**src/rtl/xc_pkg.sv**
```systemverilog
// Shared encodings for the register-transfer sequencer: command opcodes,
// sequencer states and register-file index names.
package xc_pkg;

    typedef enum logic [1:0] {
        OP_MOV   = 2'b00,
        OP_LDI   = 2'b01,
        OP_SWAP  = 2'b10,
        OP_INCFG = 2'b11
    } xc_op_e;

    typedef enum logic [2:0] {
        ST_IDLE = 3'd0,
        ST_RD_A = 3'd1,
        ST_RD_B = 3'd2,
        ST_WR_A = 3'd3,
        ST_WR_B = 3'd4,
        ST_FIN  = 3'd5
    } xc_state_e;

    localparam int unsigned REG_ACC     = 0;
    localparam int unsigned REG_B       = 1;
    localparam int unsigned REG_C       = 2;
    localparam int unsigned REG_D       = 3;
    localparam int unsigned REG_E       = 4;
    localparam int unsigned REG_F       = 5;
    localparam int unsigned REG_G       = 6;
    localparam int unsigned REG_ILLEGAL = 7;

endpackage

```
**src/rtl/rf_xfer_ctrl.sv**
```systemverilog
// Command-driven register-file transfer sequencer (MOV/LDI/SWAP/INCFG).
// Define XC_ACC_GUARD_EN to reject commands that would write the accumulator.
module rf_xfer_ctrl
    import xc_pkg::*;
#(
    parameter int DW = 8,
    parameter int RW = 3
) (
    input  logic          XC_clk,
    input  logic          XC_rst_n,
    input  logic          XC_cmd_valid,
    output logic          XC_cmd_ready,
    input  logic [1:0]    XC_cmd_op,
    input  logic [RW-1:0] XC_cmd_src,
    input  logic [RW-1:0] XC_cmd_dst,
    input  logic [DW-1:0] XC_cmd_imm,
    output logic [RW-1:0] XC_rf_sel,
    output logic [DW-1:0] XC_rf_din,
    output logic          XC_rf_we,
    input  logic [DW-1:0] XC_rf_dout,
    output logic          XC_acc_hold,
    output logic          XC_done,
    output logic          XC_err
);

    xc_state_e     r_state;
    xc_state_e     w_next;
    xc_op_e        r_op;
    xc_op_e        w_op;
    logic [RW-1:0] r_src;
    logic [RW-1:0] r_dst;
    logic [DW-1:0] r_imm;
    logic [DW-1:0] r_tmp_a;
    logic [DW-1:0] r_tmp_b;
    logic          r_carry;
    logic          r_err;
    logic          w_accept;
    logic          w_illegal;
    logic          w_src_bad;
    logic          w_dst_bad;
    logic          w_src_acc;
    logic          w_dst_acc;

    assign w_op      = xc_op_e'(XC_cmd_op);
    assign w_accept  = XC_cmd_valid && (r_state == ST_IDLE);
    assign w_src_bad = (XC_cmd_src == RW'(REG_ILLEGAL));
    assign w_dst_bad = (XC_cmd_dst == RW'(REG_ILLEGAL));

`ifdef XC_ACC_GUARD_EN
    assign w_src_acc = (XC_cmd_src == RW'(REG_ACC));
    assign w_dst_acc = (XC_cmd_dst == RW'(REG_ACC));
`else
    assign w_src_acc = 1'b0;
    assign w_dst_acc = 1'b0;
`endif

    // SWAP writes both of its indices, so either one hitting Acc counts as an Acc write.
    always_comb begin
        w_illegal = 1'b0;
        case (w_op)
            OP_MOV:  w_illegal = w_src_bad | w_dst_bad | w_dst_acc;
            OP_LDI:  w_illegal = w_dst_bad | w_dst_acc;
            OP_SWAP: w_illegal = w_src_bad | w_dst_bad | w_src_acc | w_dst_acc;
            default: w_illegal = 1'b0;
        endcase
    end

    always_ff @(posedge XC_clk or negedge XC_rst_n) begin
        if (!XC_rst_n) begin
            r_state <= ST_IDLE;
        end else begin
            r_state <= w_next;
        end
    end

    always_comb begin
        w_next = r_state;
        case (r_state)
            ST_IDLE: begin
                if (w_accept) begin
                    if (w_illegal) begin
                        w_next = ST_FIN;
                    end else if (w_op == OP_LDI) begin
                        w_next = ST_WR_A;
                    end else begin
                        w_next = ST_RD_A;
                    end
                end
            end
            ST_RD_A: w_next = (r_op == OP_MOV) ? ST_WR_A : ST_RD_B;
            ST_RD_B: w_next = ST_WR_A;
            ST_WR_A: w_next = (r_op == OP_MOV || r_op == OP_LDI) ? ST_FIN : ST_WR_B;
            ST_WR_B: w_next = ST_FIN;
            ST_FIN:  w_next = ST_IDLE;
            default: w_next = ST_IDLE;
        endcase
    end

    // INCFG is a SWAP-shaped read of G then F; forcing the indices here keeps the read path uniform.
    always_ff @(posedge XC_clk or negedge XC_rst_n) begin
        if (!XC_rst_n) begin
            r_op    <= OP_MOV;
            r_src   <= '0;
            r_dst   <= '0;
            r_imm   <= '0;
            r_tmp_a <= '0;
            r_tmp_b <= '0;
            r_carry <= 1'b0;
            r_err   <= 1'b0;
        end else begin
            case (r_state)
                ST_IDLE: begin
                    if (w_accept) begin
                        r_op  <= w_op;
                        r_imm <= XC_cmd_imm;
                        r_err <= w_illegal;
                        if (w_op == OP_INCFG) begin
                            r_src <= RW'(REG_G);
                            r_dst <= RW'(REG_F);
                        end else begin
                            r_src <= XC_cmd_src;
                            r_dst <= XC_cmd_dst;
                        end
                    end
                end
                ST_RD_A: r_tmp_a <= XC_rf_dout;
                ST_RD_B: r_tmp_b <= XC_rf_dout;
                ST_WR_A: r_carry <= (r_tmp_a == '1);
                default: ;
            endcase
        end
    end

    always_comb begin
        XC_rf_sel = '0;
        XC_rf_din = '0;
        XC_rf_we  = 1'b0;
        case (r_state)
            ST_RD_A: XC_rf_sel = r_src;
            ST_RD_B: XC_rf_sel = r_dst;
            ST_WR_A: begin
                XC_rf_we = 1'b1;
                case (r_op)
                    OP_INCFG: begin
                        XC_rf_sel = RW'(REG_G);
                        XC_rf_din = r_tmp_a + DW'(1);
                    end
                    OP_LDI: begin
                        XC_rf_sel = r_dst;
                        XC_rf_din = r_imm;
                    end
                    default: begin
                        XC_rf_sel = r_dst;
                        XC_rf_din = r_tmp_a;
                    end
                endcase
            end
            ST_WR_B: begin
                XC_rf_we = 1'b1;
                if (r_op == OP_INCFG) begin
                    XC_rf_sel = RW'(REG_F);
                    XC_rf_din = r_tmp_b + DW'(r_carry);
                end else begin
                    XC_rf_sel = r_src;
                    XC_rf_din = r_tmp_b;
                end
            end
            default: ;
        endcase
    end

    assign XC_cmd_ready = (r_state == ST_IDLE);
    assign XC_acc_hold  = (r_state != ST_IDLE);
    assign XC_done      = (r_state == ST_FIN);
    assign XC_err       = (r_state == ST_FIN) && r_err;

endmodule

```
**config.mk**
```make
export PLATFORM = sky130hd
export DESIGN_NAME = rf_xfer_ctrl
export DESIGN_NICKNAME = d
export VERILOG_FILES = /design/src/rtl/xc_pkg.sv /design/src/rtl/rf_xfer_ctrl.sv
export SDC_FILE = /design/constraint.sdc
export NUM_CORES = 1
export LEC_CHECK = 0
export ABC_CLOCK_PERIOD_IN_PS = 1570
export CAP_MARGIN = 10
export CORE_ASPECT_RATIO = 0.6
export CORE_MARGIN = 2
export CORE_UTILIZATION = 46
export CTS_CLUSTER_SIZE = 12
export DETAILED_ROUTE_END_ITERATION = 8
export GPL_TIMING_DRIVEN = 0
export HOLD_SLACK_MARGIN = 0.05
export PLACE_DENSITY = 0.77
export SYNTH_ARGS = -nofsm -noshare
export SYNTH_HDL_FRONTEND = slang
export SYNTH_SLANG_ARGS = --single-unit
```
**constraint.sdc**
```tcl
create_clock -name XC_clk -period 1.57 [get_ports XC_clk]
set_input_delay 0.2355 -clock XC_clk [delete_from_list [all_inputs] [get_ports XC_clk]]
set_output_delay 0.2355 -clock XC_clk [all_outputs]
set_load 0.03 [all_outputs]
```
==> impl_metrics.env <==
export IMPL_p_leak_nw=1.536
export IMPL_num_io_pins=43
export IMPL_worstSetupPathType="reg2out"
export IMPL_antenna_cells=0
export IMPL_period_share_pct=138.1
export IMPL_grt_overflow_total=0
export IMPL_power_frac_seq_pct=24.1
export IMPL_path_cells="ha_4 > nand3_2 > or3_1 > and3_4 > o32ai_4 > buf_6"
export IMPL_critPathTopFamily="simple AND/OR/NAND/NOR gates"
export IMPL_p_clk_share_pct=8.0
export IMPL_synthArstFlopShare_pct=100.0
export IMPL_core_area_um2=4517
export IMPL_synth_cell_type_count=39
export IMPL_nNetsFinal=334
export IMPL_drtIter0Drc=200
export IMPL_drt_vias_per_instance=5.976
export IMPL_power_total_w=0.008410
export IMPL_slowest_stage="dfrtp_1"
export IMPL_clock_sinks=37
export IMPL_worst_slew_pin_slew_ns=0.8481
export IMPL_path_clk_slew_ns=0.08
export IMPL_status="finished, violations left"
export IMPL_setup_slack_ns=-0.5986
export IMPL_syn_area_um2=2141
export IMPL_critPathBufInv=1
export IMPL_hold_viol=0
export IMPL_internal_power_w=0.004792
export IMPL_clock_path_buffers=2
export IMPL_hpwlAfterDp_um=3954
export IMPL_firstDrtPassIters=5
export IMPL_postSynthAreaPerCell_um2=10.05
export IMPL_dieArea_um2=5234
export IMPL_critPathMaxFanout=4
export IMPL_worstPathRequired_ns=1.33
export IMPL_clkLatencyLatePin_ns=0.30
export IMPL_cts_root_buf="clkbuf_8"
export IMPL_max_freq_mhz=461.1
export IMPL_switching_power_w=0.003619
export IMPL_start_util_pct=47.40
export IMPL_clock_skew_ns=0.004392
export IMPL_synth_warnings=0
export IMPL_grt_antenna_before_repair=0
export IMPL_ctsHoldBuffers=0
export IMPL_grt_start_max_net_pins=38
export IMPL_vias=2199
export IMPL_num_rows=19
export IMPL_syn_num_nets=243
export IMPL_synthToLayoutAreaGrowth_pct=69.02
export IMPL_grt_usage_pct=26.59
export IMPL_pwr_share_comb_pct=67.9
export IMPL_ant_nets=0
export IMPL_grt_pass1_vias=2038
export IMPL_die_h_um=56.85
export IMPL_crit_path_end_kind="primary output"
export IMPL_maxSlewViolCount=0
export IMPL_drt_total_wl_um=7566
export IMPL_min_period_ns=2.169
export IMPL_switching_share_pct=43.03
export IMPL_violations="negative setup slack"
export IMPL_cts_buffers=5
export IMPL_drive_gt1_share_pct=52.79
export IMPL_max_cap_violations=0
export IMPL_hold_class="in2async"
export IMPL_utilization_pct=80.11
export IMPL_wl_per_cell_um=20.56
export IMPL_arrival_ns=1.93
export IMPL_htreeDepth=2
export IMPL_port_buffers=40
export IMPL_critPathLaunchType="register"
export IMPL_die_x_um=92.07
export IMPL_cts_tree="done"
export IMPL_slowest_delay_ns=0.42
export IMPL_grt_pass1_wl_um=10570
export IMPL_synth_edf_count=0
export IMPL_setup_viol=24
export IMPL_routabilityCongestion=0.8586
export IMPL_synthFlopType="dfrtp_1"
export IMPL_grt_setup_unrepaired="true"
export IMPL_power_density_nw_per_um2=2324
export IMPL_route_detailed_drc=0
export IMPL_ys_ff_latch=37
export IMPL_max_slew_margin_pct=43.46
export IMPL_syn_inst=213
export IMPL_vdd_drop_max_mv=1.211
export IMPL_seq_area_frac_synth_pct=43.25
[synth_stat cells, types with 2 or more instances]
cell      count  area, µm²
nor3b_1       4      30.03
xnor2_1       3      26.28
nor3_1        4      20.02
mux2i_1       4      40.04
nand2b_1      3      18.77
dfrtp_1      37      925.9
nand4_1       4      25.02
ha_1          3      37.54
or3_1         2      12.51
a211o_1       3      26.28
mux2_2       18      202.7
and3_1        7      43.79
xor2_1        3      26.28
mux2_4        8      120.1
nor2b_1       2      12.51
o32ai_1       3      26.28
o22ai_1      12      75.07
a21oi_1      10      50.05
buf_2         6      30.03
nor2_1        7      26.28
nand3_1       7      35.03
and2_1        2      12.51
o21ai_0      17      85.08
nand2_1      24      90.09
clkbuf_1      6      22.52
[cells by family after synthesis]
family          count (synthesis)  share of synthesized area [%]
mux                            30                          16.95
fa+ha+maj                       3                          1.754
flops                          37                          43.25
buf+inv                        16                          3.740
xor+xnor                        6                          2.455
simple gates                   71                          17.65
compound gates                 50                          14.20
[through the flow]
step           cells  setup TNS (ns)  area (µm²)  hold slack (ns)  worst slack (ns)
5_1_grt          368          -7.659        3618          0.09820           -0.6559
2_1_floorplan    213         -0.1844        2292         -0.06009           -0.1844
3_3_place_gp     316          -32.36        2771           0.4649           -0.8504
4_1_cts          353          -4.127        3299          0.06547           -0.5340
3_5_place_dp     316          -9.725        2766           0.3818           -0.8625
6_report         368          -6.232        3618          0.03448           -0.5986
[power by group through the flow]
| stage | combinational, W | sequential [W] | clock, W |
|---|---|---|---|
| after CTS | 0.00473 | 0.00193 | 0.000661 |
| after global placement | 0.00356 | 0.00190 | 0 |
| after floorplan | 0.00274 | 0.00176 | 0 |
| after detailed placement | 0.00361 | 0.00191 | 0 |
| after global routing | 0.00601 | 0.00209 | 0.000710 |
| final | 0.00571 | 0.00203 | 0.000669 |
[cell usage in the layout (no fill, tap or decap), types with 4 or more instances in the layout]
cell             synthesis  layout
o21ai_1                  0       5
buf_6                    1      34
o22ai_1                 12       7
nand4_1                  4       4
a21oi_1                 10       8
and3_4                   0       4
clkbuf_8                 0       5
mux2_2                  18      18
buf_2                    6       4
clkdlybuf4s50_1          0      23
o21ai_2                  0       4
dfrtp_1                 37      34
mux2_4                   8       8
o21ai_0                 17       6
buf_4                    1      27
nand3_1                  7       4
buf_12                   0       4
nand2_1                 24      20
[routing by layer]
layer	wire, µm	share of wire, %	global-route usage, %	up-vias
li1	-	-	-	972
met1	3270	43	39.21	1088
met2	3517	46	38.34	115
met3	599	7.9	6.040	24
met4	178	2.4	9.382	0
met5	0	0	0	-
[area by class of cell]
class | instances | area (µm²)
buffer | 12 | 147.6
tap | 63 | 78.83
clock inverter | 2 | 10.01
clock buffer | 6 | 72.57
multi-input combinational | 160 | 1511
fill | 271 | 898.4
sequential | 37 | 929.6
inverter | 2 | 12.51
timing repair buffer | 86 | 855.8
[worst paths after layout]
kind	startpoint	end	slack, ns	cells after the start
worst min-delay path	XC_rst_n	r_src[2]$_DFFE_PN0P_	0.03	1
worst max register to register	r_state[2]$_DFFE_PN0P_	r_op[1]$_DFFE_PN0P_	-0.17	6
max in group asynchronous	XC_rst_n	r_tmp_a[3]$_DFFE_PN0N_	0.95	1
worst min register to register	r_dst[0]$_DFFE_PN0P_	r_dst[0]$_DFFE_PN0P_	0.50	2
worst max-delay path	r_tmp_a[0]$_DFFE_PN0N_	XC_rf_din[6]	-0.60	6
min in group XC_clk	XC_cmd_op[1]	r_dst[2]$_DFFE_PN0P_	0.43	3
[sequential cells by signal, indices dropped and copies added, names as in the netlist]
register and count:
r_carry 1, r_dst 3, r_err 1, r_imm 8, r_op 2, r_src 3, r_state 3, r_tmp_a 8
r_tmp_b 8
[what timing repair did]
| action | CTS | global route |
|---|---|---|
| hold endpoints to repair | 0 | 0 |
| endpoints found under the setup margin | 24 | 38 |
| pin swaps | 12 | 17 |
| gates resized for setup | 158 | 63 |
| gates cloned | 2 | 2 |
| buffers inserted | 27 | 16 |
Note: power is estimated with default switching activity, not from simulation.
